## config.mk

```make
export PLATFORM = sky130hd
export DESIGN_NAME = ext_bus_target_flat
export DESIGN_NICKNAME = d
export VERILOG_FILES = /design/src/rtl/ext_bus_target_pkg.sv /design/src/rtl/ext_bus_target_if.sv /design/src/rtl/ext_bus_target_bus_sync.sv /design/src/rtl/ext_bus_target.sv /design/src/flat_wrapper.sv
export SDC_FILE = /design/constraint.sdc
export NUM_CORES = 1
export LEC_CHECK = 0
export ABC_AREA = 1
export BUFFER_PORTS_ARGS = -buffer_cell sky130_fd_sc_hd__buf_2
export CAP_MARGIN = 25
export CORE_ASPECT_RATIO = 2
export CORE_UTILIZATION = 35
export CTS_CLUSTER_SIZE = 12
export DETAILED_ROUTE_END_ITERATION = 10
export GPL_TIMING_DRIVEN = 0
export PLACE_DENSITY_LB_ADDON = 0.12
export SLEW_MARGIN = 20
export SYNTH_ARGS = -nofsm -noshare
export SYNTH_HDL_FRONTEND = slang
export SYNTH_SLANG_ARGS = --single-unit
```

## constraint.sdc

```tcl
create_clock -name clk -period 2.12 [get_ports clk]
set_input_delay 0.318 -clock clk [delete_from_list [all_inputs] [get_ports clk]]
set_output_delay 0.318 -clock clk [all_outputs]
set_load 0.01 [all_outputs]
```

## src/rtl/ext_bus_target_pkg.sv

```systemverilog
// Shared types and constants for the external-bus responder: FSM states,
// strobe idle levels and the synchronised pin bundles.
package ext_bus_target_pkg;

  localparam int ADDR_W_DEF = 20;
  localparam int AD_W       = 16;
  localparam int HI_W       = 4;

  typedef enum logic [2:0] {
    ST_IDLE,
    ST_ADDR,
    ST_ARMED,
    ST_RD_REQ,
    ST_RD_DRIVE,
    ST_WR_WAIT,
    ST_WR_REQ,
    ST_DRAIN
  } state_t;

  typedef struct packed {
    logic ale_n;
    logic oe_n;
    logic we_n;
  } strobes_t;

  typedef struct packed {
    logic            pio;
    logic [HI_W-1:0] adr_hi;
    logic [AD_W-1:0] ad;
  } bus_data_t;

  localparam strobes_t STROBES_IDLE = '{ale_n: 1'b1, oe_n: 1'b1, we_n: 1'b1};

endpackage

```

## src/rtl/ext_bus_target_if.sv

```systemverilog
// Pin-side multiplexed bus plus the internal single-request target port.
interface ext_bus_target_if
  import ext_bus_target_pkg::*;
#(
  parameter int ADDR_W = ADDR_W_DEF
);
  logic [AD_W-1:0]   ad_in;
  logic [AD_W-1:0]   ad_out;
  logic              ad_oe;
  logic [HI_W-1:0]   adr_hi;
  logic              pio;
  logic              ale_n;
  logic              oe_n;
  logic              we_n;
  logic              tgt_req;
  logic              tgt_we;
  logic              tgt_io;
  logic [ADDR_W-1:0] tgt_adr;
  logic [AD_W-1:0]   tgt_wdata;
  logic [AD_W-1:0]   tgt_rdata;
  logic              tgt_ack;
  logic              err;

  modport slave (
    input  ad_in, adr_hi, pio, ale_n, oe_n, we_n, tgt_rdata, tgt_ack,
    output ad_out, ad_oe, tgt_req, tgt_we, tgt_io, tgt_adr, tgt_wdata, err
  );

  modport master (
    output ad_in, adr_hi, pio, ale_n, oe_n, we_n, tgt_rdata, tgt_ack,
    input  ad_out, ad_oe, tgt_req, tgt_we, tgt_io, tgt_adr, tgt_wdata, err
  );
endinterface

```

## src/rtl/ext_bus_target_bus_sync.sv

```systemverilog
// N-stage vector synchronizer with a configurable reset value.
module ext_bus_target_bus_sync #(
  parameter int           W       = 1,
  parameter int           STAGES  = 2,
  parameter logic [W-1:0] RST_VAL = '0
) (
  input  logic         clk,
  input  logic         rst_n,
  input  logic [W-1:0] d,
  output logic [W-1:0] q
);

  logic [STAGES-1:0][W-1:0] stg;

  // NOTE: sequential state uses non-blocking assignments only, and every stage
  // resets to the bus idle level so no phantom edge appears after reset.
  always_ff @(posedge clk or negedge rst_n) begin
    if (!rst_n) stg <= {STAGES{RST_VAL}};
    else        stg <= {stg[STAGES-2:0], d};
  end

  assign q = stg[STAGES-1];

endmodule

```

## src/rtl/ext_bus_target.sv

```systemverilog
// Responder for the CPU's multiplexed pin bus: latches the 20-bit address,
// issues one internal request per strobe and drives read data back onto AD.
module ext_bus_target
  import ext_bus_target_pkg::*;
#(
  parameter int SYNC_STAGES = 2,
  parameter int ADDR_W      = ADDR_W_DEF
) (
  input  logic              clk,
  input  logic              rst_n,
  ext_bus_target_if.slave   bus
);

  strobes_t        strb_s;
  bus_data_t       data_s;
  state_t          state_q, state_d;
  logic            oe_p, we_p;
  logic [AD_W-1:0] ad_d;
  logic            req_q, req_d, we_q, we_d, io_q, io_d;
  logic            drv_q, drv_d, err_q, err_d, abort_q, abort_d;
  logic [ADDR_W-1:0] adr_q, adr_d;
  logic [AD_W-1:0] wdata_q, wdata_d, ad_out_q, ad_out_d;
  logic            oe_fall, we_fall, we_rise;

  ext_bus_target_bus_sync #(.W(3), .STAGES(SYNC_STAGES), .RST_VAL(STROBES_IDLE)) u_sync_strb (
    .clk (clk), .rst_n (rst_n),
    .d   ({bus.ale_n, bus.oe_n, bus.we_n}),
    .q   (strb_s)
  );

  // Data rides through the same depth as the strobes so the two stay aligned.
  ext_bus_target_bus_sync #(.W($bits(bus_data_t)), .STAGES(SYNC_STAGES), .RST_VAL('0)) u_sync_data (
    .clk (clk), .rst_n (rst_n),
    .d   ({bus.pio, bus.adr_hi, bus.ad_in}),
    .q   (data_s)
  );

  assign oe_fall = oe_p & ~strb_s.oe_n;
  assign we_fall = we_p & ~strb_s.we_n;
  assign we_rise = ~we_p & strb_s.we_n;

  always_ff @(posedge clk or negedge rst_n) begin
    if (!rst_n) begin
      state_q  <= ST_IDLE;
      oe_p     <= 1'b1;
      we_p     <= 1'b1;
      ad_d     <= '0;
      req_q    <= 1'b0;
      we_q     <= 1'b0;
      io_q     <= 1'b0;
      adr_q    <= '0;
      wdata_q  <= '0;
      ad_out_q <= '0;
      drv_q    <= 1'b0;
      err_q    <= 1'b0;
      abort_q  <= 1'b0;
    end else begin
      state_q  <= state_d;
      oe_p     <= strb_s.oe_n;
      we_p     <= strb_s.we_n;
      ad_d     <= data_s.ad;
      req_q    <= req_d;
      we_q     <= we_d;
      io_q     <= io_d;
      adr_q    <= adr_d;
      wdata_q  <= wdata_d;
      ad_out_q <= ad_out_d;
      drv_q    <= drv_d;
      err_q    <= err_d;
      abort_q  <= abort_d;
    end
  end

  always_comb begin
    // NOTE: every signal gets its default before the case so no path infers a latch.
    state_d  = state_q;
    req_d    = req_q;
    we_d     = we_q;
    io_d     = io_q;
    adr_d    = adr_q;
    wdata_d  = wdata_q;
    ad_out_d = ad_out_q;
    drv_d    = drv_q;
    abort_d  = abort_q;
    err_d    = 1'b0;

    unique case (state_q)
      ST_IDLE: begin
        if (!strb_s.ale_n)          state_d = ST_ADDR;
        else if (oe_fall || we_fall) err_d  = 1'b1;
      end
      ST_ADDR: begin
        if (!strb_s.ale_n) begin
          adr_d = ADDR_W'({data_s.adr_hi, data_s.ad});
          io_d  = data_s.pio;
        end else begin
          state_d = ST_ARMED;
        end
      end
      // Level-sensitive so a strobe that fell while ale_n was still in the
      // synchronizer is not missed.
      ST_ARMED: begin
        if (!strb_s.oe_n && !strb_s.we_n) begin
          err_d   = 1'b1;
          state_d = ST_DRAIN;
        end else if (!strb_s.oe_n) begin
          req_d   = 1'b1;
          we_d    = 1'b0;
          state_d = ST_RD_REQ;
        end else if (!strb_s.we_n) begin
          state_d = ST_WR_WAIT;
        end else if (!strb_s.ale_n) begin
          state_d = ST_ADDR;
        end
      end
      ST_RD_REQ: begin
        if (strb_s.oe_n) abort_d = 1'b1;
        if (bus.tgt_ack) begin
          req_d   = 1'b0;
          abort_d = 1'b0;
          if (abort_q) begin
            err_d   = 1'b1;
            state_d = strb_s.ale_n ? ST_IDLE : ST_ADDR;
          end else begin
            ad_out_d = bus.tgt_rdata;
            drv_d    = 1'b1;
            state_d  = ST_RD_DRIVE;
          end
        end
      end
      ST_RD_DRIVE: begin
        if (strb_s.oe_n) begin
          drv_d   = 1'b0;
          state_d = ST_IDLE;
        end
      end
      ST_WR_WAIT: begin
        if (we_rise) begin
          wdata_d = ad_d;
          we_d    = 1'b1;
          req_d   = 1'b1;
          state_d = ST_WR_REQ;
        end
      end
      ST_WR_REQ: begin
        if (bus.tgt_ack) begin
          req_d   = 1'b0;
          state_d = strb_s.ale_n ? ST_IDLE : ST_ADDR;
        end
      end
      ST_DRAIN: begin
        if (strb_s.oe_n && strb_s.we_n) state_d = ST_IDLE;
      end
      default: state_d = ST_IDLE;
    endcase
  end

  // Pad drive is gated by the raw strobe so it releases the instant oe_n rises.
  assign bus.ad_oe     = drv_q & ~bus.oe_n;
  assign bus.ad_out    = ad_out_q;
  assign bus.tgt_req   = req_q;
  assign bus.tgt_we    = we_q;
  assign bus.tgt_io    = io_q;
  assign bus.tgt_adr   = adr_q;
  assign bus.tgt_wdata = wdata_q;
  assign bus.err       = err_q;

endmodule

```

## src/flat_wrapper.sv

```systemverilog
// flat-port wrapper written by rule: the top's interface ports become plain ports
module ext_bus_target_flat import ext_bus_target_pkg::*;
#(
  parameter int SYNC_STAGES = 2,
  parameter int ADDR_W      = ADDR_W_DEF
)
  (clk, rst_n, bus_ad_in, bus_adr_hi, bus_pio, bus_ale_n, bus_oe_n, bus_we_n, bus_tgt_rdata, bus_tgt_ack, bus_ad_out, bus_ad_oe, bus_tgt_req, bus_tgt_we, bus_tgt_io, bus_tgt_adr, bus_tgt_wdata, bus_err);
  ext_bus_target_if #(.ADDR_W(ADDR_W)) bus_i ();
  input  logic clk;
  input  logic rst_n;
  input wire logic [$bits(bus_i.ad_in)-1:0] bus_ad_in;
  input wire logic [$bits(bus_i.adr_hi)-1:0] bus_adr_hi;
  input wire logic [$bits(bus_i.pio)-1:0] bus_pio;
  input wire logic [$bits(bus_i.ale_n)-1:0] bus_ale_n;
  input wire logic [$bits(bus_i.oe_n)-1:0] bus_oe_n;
  input wire logic [$bits(bus_i.we_n)-1:0] bus_we_n;
  input wire logic [$bits(bus_i.tgt_rdata)-1:0] bus_tgt_rdata;
  input wire logic [$bits(bus_i.tgt_ack)-1:0] bus_tgt_ack;
  output wire logic [$bits(bus_i.ad_out)-1:0] bus_ad_out;
  output wire logic [$bits(bus_i.ad_oe)-1:0] bus_ad_oe;
  output wire logic [$bits(bus_i.tgt_req)-1:0] bus_tgt_req;
  output wire logic [$bits(bus_i.tgt_we)-1:0] bus_tgt_we;
  output wire logic [$bits(bus_i.tgt_io)-1:0] bus_tgt_io;
  output wire logic [$bits(bus_i.tgt_adr)-1:0] bus_tgt_adr;
  output wire logic [$bits(bus_i.tgt_wdata)-1:0] bus_tgt_wdata;
  output wire logic [$bits(bus_i.err)-1:0] bus_err;
  assign bus_i.ad_in = bus_ad_in;
  assign bus_i.adr_hi = bus_adr_hi;
  assign bus_i.pio = bus_pio;
  assign bus_i.ale_n = bus_ale_n;
  assign bus_i.oe_n = bus_oe_n;
  assign bus_i.we_n = bus_we_n;
  assign bus_i.tgt_rdata = bus_tgt_rdata;
  assign bus_i.tgt_ack = bus_tgt_ack;
  assign bus_ad_out = bus_i.ad_out;
  assign bus_ad_oe = bus_i.ad_oe;
  assign bus_tgt_req = bus_i.tgt_req;
  assign bus_tgt_we = bus_i.tgt_we;
  assign bus_tgt_io = bus_i.tgt_io;
  assign bus_tgt_adr = bus_i.tgt_adr;
  assign bus_tgt_wdata = bus_i.tgt_wdata;
  assign bus_err = bus_i.err;
  ext_bus_target #(.SYNC_STAGES(SYNC_STAGES), .ADDR_W(ADDR_W)) u_core (.clk(clk), .rst_n(rst_n), .bus(bus_i));
endmodule
```

# Word-level counts from Yosys, hierarchy flattened
# Cells that the tools add are included.
# classes
eq_ne	17
n_reduce_logical	19
bitwise_logic	10
n_mux	33
# ops
op	n
two-way mux 3 bit	11
case mux 3 bit (8 select lines)	1
two-way mux 1 bit	17
inequality test 2 bit, second input constant	7
equality test 3 bit, second input constant	4
AND reduction 4 bit	2
equality test 3 x 2 -> 1 bit, second input constant	2
inequality test 2 x 1 -> 1 bit, second input constant	3
inverter 1 bit	6
case mux 1 bit (3 select lines)	2
AND reduction 2 bit	3
AND reduction 6 bit	1
nonzero test 2 bit	3
AND reduction 5 bit	1
AND 1 bit	4
case mux 1 bit (2 select lines)	2
equality test 3 x 1 -> 1 bit, second input constant	1
zero test 3 bit	1
AND reduction 3 bit	1
nonzero test 3 bit	1
logical AND 1 bit	2
zero test 1 bit	2
OR reduction 2 bit	1
logical OR 1 bit	1
# word_totals
reg_bits	127
output_inout_bits	57
input_bits	43
elab_cells	96

# Longest topological paths before layout
# Gate-level depths: netlist of the first run.
# logic_depth
depth_word	6
depth_mapped	9

# Cells and area by module
# A second synthesis of the first run with hierarchy kept.
# unflattened
hier_cells	365
hier_area_um2	4635.7
# by_module_without_submodules
mod	area_per_inst_um2	cells_each	seq_area_each_um2	n_inst
ext_bus_target	3246.9	293	1979.4	1
ext_bus_target_bus_sync at u_core.u_sync_data	1208.7	63	1051.0	1
ext_bus_target_bus_sync at u_core.u_sync_strb	180.2	9	157.7	1

# Worst setup path before layout of the first run
# Ideal clock, no wire load.
# synth_path
kind	flip-flop to flip-flop
start	register u_core.state_q[2]
end	register u_core.ad_out_q[0], in the netlist u_core.bus.ad_out[0]
slack_ps	721
stages_incl_launch_ff	8
synth_period_minus_slack_ps	1399
arrival_time_ps	1282
path_cell_list	dfrtp_1 inv_2 nand3_2 nor3_4 inv_2 buf_2 nand2_1 nand2_1
# synth_via
elab_chain_cells	2
# synth_rtl
item	line_no	rtl
from (decl)	ext_bus_target.sv:16	state_t state_q, state_d;
from (signal assigned)	ext_bus_target.sv:58	state_q <= state_d;
equality test 3 x 2 -> 1 bit	ext_bus_target.sv:87	unique case (state_q)
AND reduction 3 bit (no line)	n/a	
to (signal assigned)	ext_bus_target.sv:67	ad_out_q <= ad_out_d;
to (decl)	ext_bus_target.sv:22	logic [AD_W-1:0] wdata_q, wdata_d, ad_out_q, ad_out_d;
# No other way between the ends.
# A chain may end at the register's enable or synchronous reset.

# Worst setup path after layout of the first run
# Ends and elaborated chain as after synthesis.

==> impl_metrics.py, run 1 <==
metrics = {
    "critical_path": {
        "start_kind": "register",
        "worstPathMaxFanout": 10,
        "critical-path-max-stage-delay_ns": 0.45,
        "path_buf_inv": 3,
        "criticalPathCategory": "register to register",
        "end_kind": "register",
        "cp.required_ns": 2.41,
        "worst-endpoint-arrival_ns": 2.03,
        "worst_path_max_delay_cell": "dfrtp_1",
        "critPathTopFamily": "simple AND/OR/NAND/NOR gates",
        "path_cells": "inv_2 -> nand3_2 -> nor3_4 -> inv_2 -> buf_2 -> nand2_1 -> nand2_1",
    },
    "placement": {
        "dp_hpwl_mm": 5.60,
        "dp.cells": 580,
        "port_buffers": 99,
        "post-place-ws_ns": 0.397,
        "gp_congestion": 0.874,
    },
    "cells_and_area": {
        "nets": 515,
        "fillerInstances": 1069,
        "area_growth_pct": 35.8,
        "final_cells": 630,
        "fin_util_pct": 48.9,
        "n_antenna_cell": 0,
        "drive_gt1_share_pct": 32.6,
    },
    "grt": {
        "overflow": 0,
        "track_usage_pct": 14.2,
        "first_global_vias": 2808,
        "grt_max_degree": 68,
        "grt_pass1_wl_mm": 13.2,
        "antenna_found_initial": 0,
    },
    "sta": {
        "setup_viol": 0,
        "hold_ws_ns": 0.0204,
        "drv_slew": 0,
        "finalWorstSetupSlack_ns": 0.381,
        "min_period_ns": 1.74,
        "slew_headroom_pct": 62.4,
        "hold_viol_final": 0,
        "rsz0062_at_grt": "false",
        "fin_tns_setup_ns": 0,
        "max_freq_mhz": 575,
        "finalCritPeriodShare_pct": 82.0,
        "skew_ns": 0.00907,
        "worstMarginPinSlew_ns": 0.564,
    },
    "clock_tree": {
        "postCtsHoldBufs": 18,
        "clk_pin_slew_ns": 0.06,
        "cts-htree-levels": 4,
        "root_buffer": "clkbuf_16",
        "cts.sinks": 127,
        "post_cts_resized": 0,
        "tritoncts": "built",
        "clock_path_buffers": 2,
        "clkLatencyLatePin_ns": 0.41,
        "cts_setup_buffers": 0,
        "numCtsBuffers": 17,
    },
    "synthesis": {
        "synth_nets": 378,
        "ys_ff_latch": 127,
        "yosysTopAreaCell": "dfrtp_1",
        "yosysWarnings": 0,
        "yosysMostFrequentCell": "nand2_1",
        "ys_seq_area_share_pct": 75.6,
        "netlist_top_cells_count": "nand2_1 (122), dfrtp_1 (119), mux2_1 (20)",
        "syn_avg_cell_area_um2": 12.6,
        "synthesis.instances": 335,
        "synth_edf_count": 0,
        "ys_top_cells_by_area": "dfrtp_1 (71%), nand2_1 (11%), mux2_1 (5.3%)",
        "synth.distinct_cells": 20,
        "synth_area_um2": 4220,
        "synth_top_area_share_pct": 70.6,
        "synthArstFlopShare_pct": 100,
        "ys.flop_type": "dfrtp_1",
    },
    "floorplanning": {
        "chipHeight_um": 157,
        "fp.dieArea_um2": 12500,
        "dieWidth_um": 79.6,
        "io_pins": 100,
        "rows": 56,
        "coreArea_um2": 11700,
        "start_util_pct": 36.0,
    },
    "worst_hold_path": {
        "min_path_type": "primary input to register",
    },
    "routing": {
        "ant_nets": 0,
        "num_vias": 2747,
        "wl_per_cell_um": 12.8,
        "drcViolationCount": 0,
        "first_iter_violations": 97,
        "avgViaCountPerCell": 4.36,
        "wl_mm": 8.09,
        "dr.pass1.iters": 4,
    },
    "job": {
        "maxCapViolations": 0,
    },
    "power": {
        "ir_drop_mv": 0.641,
        "powerDensity_nw_per_um2": 1400,
        "leakage_nw": 2.94,
    },
    "run_status": {
        "status": "completed",
    },
}
## layout make-up
| type | count | area (µm²) | area share (%) |
|---|---|---|---|
| plain buffers | 7 | 35.0 | 0.612 |
| repair buffers | 118 | 709 | 12.4 |
| clock inverters | 13 | 176 | 3.08 |
| inverters | 14 | 52.6 | 0.918 |
| flip-flops and latches | 127 | 3190 | 55.7 |
| well taps | 145 | 181 | 3.17 |
| clock buffers | 19 | 443 | 7.73 |
| multi-input cells | 187 | 941 | 16.4 |
## flip-flops by register name, summed over array words and instances, names as in the netlist, 3 cells and up
register	flops
u_core.u_sync_data.stg	21
u_core.bus.tgt_adr	20
u_core.state_q	3
u_core.u_sync_strb.q	3
u_core.u_sync_strb.stg	3
u_core.bus.ad_out	16
u_core.ad_d	16
u_core.u_sync_data.q	21
u_core.bus.tgt_wdata	16
## stage by stage
step                area (µm²)  power (mW)
floorplan                 4220        4.29
global placement          4890        5.05
detailed placement        4930        5.10
CTS                       5730        8.18
global route              5730        8.53
finish                    5730        8.04
## metal layers
layer / up-vias / track usage (%) / part of all wire [%]
li1: 1341 / - / -
met1: 1304 / 14.9 / 38
met2: 83 / 24.3 / 54
met3: 19 / 4.52 / 4.7
met4: 0 / 8.57 / 3.0
met5: - / 0 / 0
## final timing paths
kind	startpoint	end	slack, ns	cells past startpoint
worst max-delay path	u_core.state_q[2]$_DFFE_PN0P_	u_core.bus.ad_out[0]$_DFFE_PN0P_	0.38	7
worst min-delay path	bus_ad_in[12]	u_core.u_sync_data.stg[12]$_DFF_PN0_	0.02	1
worst max register to register	u_core.state_q[2]$_DFFE_PN0P_	u_core.bus.ad_out[0]$_DFFE_PN0P_	0.38	7
worst min register to register	u_core.u_sync_data.stg[8]$_DFF_PN0_	u_core.u_sync_data.q[8]$_DFF_PN0_	0.35	0
max in group asynchronous	rst_n	u_core.u_sync_strb.stg[1]$_DFF_PN1_	0.93	3
min in group asynchronous	rst_n	u_core.bus.tgt_wdata[4]$_DFFE_PN0P_	0.46	2
## where the power goes
group | switching [mW] | internal, mW
clock network | 1.08 | 1.91
registers | 0.300 | 3.02
logic | 0.989 | 0.743
total | 2.37 | 5.67
## worst reg2reg max path, delay by kind of cell (launching register included)
kind	cells	cell delay, ns
buffers and inverters	3	0.52
DFF	1	0.45
and+or+nand+nor	4	0.65
## logic make-up after synthesis
group | share of synthesized area (%)
AOI/OAI and AO/OA | 1.28
buffers and inverters | 2.08
DFF | 75.6
muxes | 5.61
and+or+nand+nor | 15.4
## layout by cell type, fill, tap and decap left out, drive strengths merged, types with 3 or more instances in the layout
cell type    synthesis  layout
inv                 14      19
buf                  7     107
clkbuf               0      19
nor2                14      14
dfrtp              119     119
bufinv               0       3
a21oi                3       3
o21ai                5       5
dfstp                8       8
dlygate4sd3          0      18
clkinv               0       4
nand3               16      16
mux2                21      21
nand2              122     122
nand4                3       3
Note: power is estimated with default switching activity, not from simulation.
==> run 2: changes to the inputs <==
- clock period: 2.12 -> 1.6 ns (I/O delays scaled with it)
==> run 2 against run 1 <==
  * Register-to-register slack got worse by 0.31 ns
  * Clock skew decreased by 0.00090 ns
  * Via count increased by 3.0%
  * Critical path type unchanged
  * Critical endpoint is now u_core.state_q[0]$_DFFE_PN0P_
==> impl_metrics.py, run 2 (same netlist as run 1, synthesis figures left out) <==
metrics = {
    "worst_hold_path": {
        "min_path_type": "primary input to register",
        "hold_depth": 3,
        "min_to": "u_core.bus.ad_out[14]$_DFFE_PN0P_",
        "hold_start": "bus_tgt_rdata[14]",
    },
    "routing": {
        "num_vias": 2829,
        "wl_mm": 8.41,
        "avgViaCountPerCell": 4.38,
        "wl_per_cell_um": 13.0,
        "drcViolationCount": 0,
        "first_iter_violations": 102,
        "dr.pass1.iters": 4,
        "ant_nets": 0,
    },
    "cells_and_area": {
        "n_antenna_cell": 0,
        "drive_gt1_share_pct": 35.3,
        "nets": 531,
        "final_common_cell": "nand2_1",
        "layout_common_cells": "nand2_1 (120), dfrtp_1 (117), buf_2 (99), dlygate4sd3_1 (25), mux2_1 (20)",
        "area_growth_pct": 40.5,
    },
    "grt": {
        "grt_max_degree": 68,
        "grt_pass1_wl_mm": 13.4,
        "antenna_found_initial": 0,
        "track_usage_pct": 14.4,
        "overflow": 0,
        "first_global_vias": 2844,
    },
    "job": {
        "maxCapViolations": 0,
    },
    "sta": {
        "setup_viol": 0,
        "slew_headroom_pct": 62.6,
        "worstMarginPinSlew_ns": 0.561,
        "min_period_ns": 1.53,
        "fin_tns_setup_ns": 0,
        "max_freq_mhz": 653,
        "hold_ws_ns": 0.0347,
        "finalCritPeriodShare_pct": 95.7,
        "hold_viol_final": 0,
        "skew_ns": 0.00817,
        "drv_slew": 0,
        "finalWorstSetupSlack_ns": 0.0681,
    },
    "power": {
        "leakage_nw": 3.02,
        "ir_drop_mv": 0.848,
        "powerDensity_nw_per_um2": 1820,
    },
    "critical_path": {
        "path_cells": "clkinvlp_4 -> o21ai_2 -> nand2_2 -> nor2_4 -> buf_6 -> nand3_1 -> nand2_1",
        "start_kind": "register",
        "timing.rr.end": "u_core.state_q[0]$_DFFE_PN0P_",
        "worstPathMaxFanout": 5,
        "worst_path_max_delay_cell": "dfstp_2",
        "end_kind": "register",
        "worst-endpoint-arrival_ns": 1.87,
        "rr_worst_depth": 7,
        "critical-path-max-stage-delay_ns": 0.62,
        "r2r_slack_ns": 0.07,
        "cp.required_ns": 1.93,
        "criticalPathCategory": "register to register",
        "worstReg2RegStart": "u_core.u_sync_strb.q[1]$_DFF_PN1_",
    },
    "floorplanning": {
        "rows": 56,
        "dieWidth_um": 79.6,
        "start_util_pct": 36.0,
        "chipHeight_um": 157,
        "io_pins": 100,
        "fp.dieArea_um2": 12500,
        "coreArea_um2": 11700,
    },
    "clock_tree": {
        "clock_path_buffers": 2,
        "cts.sinks": 127,
        "cts-htree-levels": 4,
        "clk_pin_slew_ns": 0.06,
        "clkLatencyLatePin_ns": 0.41,
        "root_buffer": "clkbuf_16",
        "tritoncts": "built",
        "numCtsBuffers": 17,
    },
    "placement": {
        "port_buffers": 99,
        "post-place-ws_ns": -0.123,
        "gp_congestion": 0.874,
        "dp_hpwl_mm": 5.60,
    },
    "run_status": {
        "status": "completed",
    },
}
-- run 2: changes by cell type in the layout (fill, tap and decap cells not counted), moves of 3 or more --
cell | before | now
nor2_1 | 12 | 9
buf_2 | 105 | 99
buf_4 | 0 | 11
dlygate4sd3_1 | 18 | 25
clkbuf_4 | 0 | 3
-- run 2: per-stage QoR --
stage	cell area [µm²]	util [%]	instances	power, mW
final	5920	50.6	646	10.8
after global routing	5920	50.6	646	11.4
after CTS	5830	49.8	641	10.9
after detailed placement	4930	42.1	580	6.76
after global placement	4890	41.8	579	6.69
after floorplan	4220	-	335	5.68
-- run 2: timing repair --
| item | 4_1_cts | 5_1_grt |
|---|---|---|
| endpoints found under the hold margin | 80 | 0 |
| resized for setup | 1 | 20 |
| pin swaps | 1 | 6 |
| setup endpoints to repair | 13 | 45 |
| hold buffers | 25 | 0 |
| buffers inserted | 4 | 6 |
-- run 2: worst max-delay path: cells and delay by family, from the launching register on --
family	cells	cell delay (ns)
simple gates	4	0.39
buf+inv	2	0.30
compound gates	1	0.16
flops	1	0.62
-- run 2: area by class of cell --
class                           count  area, µm²
Buffer                              6       42.5
Clock buffer                       19        443
Clock inverter                     13        176
Fill cell                        1056       5780
Inverter                           14       56.3
Multi-Input combinational cell    187        975
Sequential cell                   127       3190
Tap cell                          145        181
Timing Repair Buffer              135        858
-- run 2: layer usage --
metal | track usage, % | part of all wire (%) | vias up
li1 | - | - | 1375
met1 | 15.2 | 38 | 1358
met2 | 24.5 | 55 | 78
met3 | 4.46 | 4.4 | 18
met4 | 8.57 | 2.7 | 0
met5 | 0 | 0 | -
-- run 2: how the worst max path moves through the flow --
| stage | startpoint | end | cells past startpoint |
|---|---|---|---|
| after detailed placement | u_core.state_q[2]$_DFFE_PN0P_ | u_core.bus.ad_out[0]$_DFFE_PN0P_ | 7 |
| after global routing | u_core.state_q[1]$_DFFE_PN0P_ | u_core.state_q[0]$_DFFE_PN0P_ | 8 |
| after CTS | u_core.state_q[1]$_DFFE_PN0P_ | u_core.bus.tgt_wdata[8]$_DFFE_PN0P_ | 8 |
| after global placement | rst_n | u_core.u_sync_data.stg[16]$_DFF_PN0_ | 1 |
| after floorplan | u_core.state_q[2]$_DFFE_PN0P_ | u_core.bus.ad_out[0]$_DFFE_PN0P_ | 7 |
| final | u_core.u_sync_strb.q[1]$_DFF_PN1_ | u_core.state_q[0]$_DFFE_PN0P_ | 7 |
-- run 2: where the power goes --
part / switching, mW / internal, mW / leakage [nW]
Combinational: 1.37 / 1.07 / 1.19
Sequential: 0.398 / 4.00 / 1.52
Clock: 1.43 / 2.53 / 0.300
Total: 3.20 / 7.59 / 3.02
==> run 3: changes to the inputs <==
- BUFFER_PORTS_ARGS: -buffer_cell sky130_fd_sc_hd__buf_2 -> -buffer_cell sky130_fd_sc_hd__clkbuf_2
- HOLD_SLACK_MARGIN: unset -> 0.05
==> run 3 against run 2 <==
  * Sequential share of layout area down 0.93 points
  * Clock skew is essentially flat
  * Largest cell class unchanged
  * Global-route usage up 0.31 points
  * Register-to-register slack better by 0.03 ns
  * Count of clock-buffer cells in the layout unchanged
==> impl_metrics.py, run 3 (same netlist as run 1, synthesis figures left out) <==
metrics = {
    "floorplanning": {
        "chipHeight_um": 157,
        "dieWidth_um": 79.6,
        "fp.dieArea_um2": 12500,
        "rows": 56,
        "coreArea_um2": 11700,
        "start_util_pct": 36.0,
        "io_pins": 100,
    },
    "sta": {
        "min_period_ns": 1.50,
        "hold_viol_final": 0,
        "fin_tns_setup_ns": 0,
        "finalCritPeriodShare_pct": 93.7,
        "setup_viol": 0,
        "worstMarginPinSlew_ns": 0.491,
        "finalWorstSetupSlack_ns": 0.101,
        "skew_ns": 0.00829,
        "slew_headroom_pct": 67.3,
        "drv_slew": 0,
        "max_freq_mhz": 667,
    },
    "clock_tree": {
        "cts.sinks": 127,
        "cts-htree-levels": 4,
        "numCtsBuffers": 17,
        "clock_path_buffers": 2,
        "root_buffer": "clkbuf_16",
        "clkLatencyLatePin_ns": 0.41,
        "tritoncts": "built",
        "clk_pin_slew_ns": 0.06,
    },
    "critical_path": {
        "worstReg2RegStart": "u_core.state_q[1]$_DFFE_PN0P_",
        "worst-endpoint-arrival_ns": 1.78,
        "criticalPathCategory": "register to register",
        "timing.rr.end": "u_core.bus.tgt_adr[8]$_DFFE_PN0P_",
        "start_kind": "register",
        "worstPathMaxFanout": 10,
        "cp.required_ns": 1.88,
        "r2r_slack_ns": 0.10,
        "rr_worst_depth": 5,
        "end_kind": "register",
    },
    "cells_and_area": {
        "drive_gt1_share_pct": 32.2,
        "area_growth_pct": 42.9,
        "layout_common_cells": "nand2_1 (122), dfrtp_1 (117), clkbuf_2 (98), dlygate4sd3_1 (41), mux2_1 (20)",
        "fillerInstances": 1047,
        "n_antenna_cell": 0,
        "final_cells": 655,
        "final_common_cell": "nand2_1",
        "fin_util_pct": 51.5,
        "nets": 540,
    },
    "power": {
        "ir_drop_mv": 1.23,
        "p_sw_mw": 3.20,
        "pwr-share-seq_pct": 40.5,
        "p_int_mw": 7.74,
        "combPwrFrac_pct": 21.7,
        "leakage_nw": 3.07,
        "powerDensity_nw_per_um2": 1810,
        "clkPwrFrac_pct": 37.8,
        "finalPower_mw": 10.9,
        "p_sw_share_pct": 29.2,
    },
    "grt": {
        "antenna_found_initial": 0,
        "track_usage_pct": 14.7,
        "overflow": 0,
        "first_global_vias": 2859,
        "grt_pass1_wl_mm": 13.5,
        "grt_max_degree": 67,
    },
    "routing": {
        "ant_nets": 0,
        "first_iter_violations": 94,
        "wl_mm": 8.30,
        "dr.pass1.iters": 4,
        "drcViolationCount": 0,
        "avgViaCountPerCell": 4.37,
        "num_vias": 2864,
        "wl_per_cell_um": 12.7,
    },
    "placement": {
        "dp_hpwl_mm": 5.65,
        "port_buffers": 99,
        "dp.cells": 580,
        "post-place-ws_ns": -0.0828,
        "gp_congestion": 0.872,
    },
    "worst_hold_path": {
        "min_path_type": "primary input to register",
        "hold_start": "bus_tgt_ack",
        "min_to": "u_core.state_q[0]$_DFFE_PN0P_",
        "hold_depth": 5,
    },
    "run_status": {
        "status": "completed",
    },
    "job": {
        "maxCapViolations": 0,
    },
}
## run 3: cell type report
cell class	instances	area, µm²	area share (%)
inverter	14	52.6	0.872
timing repair buffer	145	972	16.1
multi-input combinational	187	953	15.8
clock inverter	13	199	3.30
sequential	127	3190	52.9
buffer	5	35.0	0.581
tap	145	181	3.01
clock buffer	19	443	7.35
## run 3: repair_timing
| item | in CTS | in global routing |
|---|---|---|
| endpoints found under the setup margin | 11 | 41 |
| hold buffers | 41 | 0 |
| gates resized for setup | 3 | 8 |
| buffers inserted | 3 | 1 |
| endpoints found under the hold margin | 97 | 0 |
| pin swaps | 1 | 2 |
## run 3: power by group through the flow
stage | logic, mW | clock network (mW) | registers [mW]
CTS | 2.42 | 4.25 | 4.44
floorplan | 0.953 | 0 | 4.73
global route | 2.69 | 4.38 | 4.54
global placement | 2.24 | 0 | 4.46
detailed placement | 2.30 | 0 | 4.49
finish | 2.38 | 4.13 | 4.43
## run 3: how the worst max path moves through the flow
stage / slack [ns] / endpoint / cells past startpoint / from
after global routing: -0.008 / u_core.state_q[0]$_DFFE_PN0P_ / 7 / u_core.u_sync_strb.q[1]$_DFF_PN1_
after floorplan: 0.20 / u_core.bus.ad_out[0]$_DFFE_PN0P_ / 7 / u_core.state_q[2]$_DFFE_PN0P_
after global placement: -1.62 / u_core.u_sync_data.stg[16]$_DFF_PN0_ / 1 / rst_n
final: 0.10 / u_core.bus.tgt_adr[8]$_DFFE_PN0P_ / 5 / u_core.state_q[1]$_DFFE_PN0P_
after detailed placement: -0.08 / u_core.bus.ad_out[15]$_DFFE_PN0P_ / 7 / u_core.state_q[2]$_DFFE_PN0P_
after CTS: 0.007 / u_core.bus.ad_out[15]$_DFFE_PN0P_ / 7 / u_core.state_q[2]$_DFFE_PN0P_
## run 3: worst max-delay path: stages, from the launching register on
cell     delay (ns)
dfrtp_1        0.36
buf_4          0.17
nor2_2         0.14
nand3_2        0.16
buf_4          0.23
mux2_1         0.32
## run 3: per-stage QoR
stage	area [µm²]	hold WS, ns
2_1_floorplan	4220	-0.0556
3_3_place_gp	4890	0.330
3_5_place_dp	4930	0.258
4_1_cts	6010	0.263
5_1_grt	6030	0.285
6_report	6030	0.276
## run 3: layer usage
layer,vias up,share of wire [%],global-route usage (%)
met3,20,4.4,4.52
met5,-,0,0
li1,1393,-,-
met2,80,54,24.9
met4,0,2.9,9.61
met1,1371,39,15.3
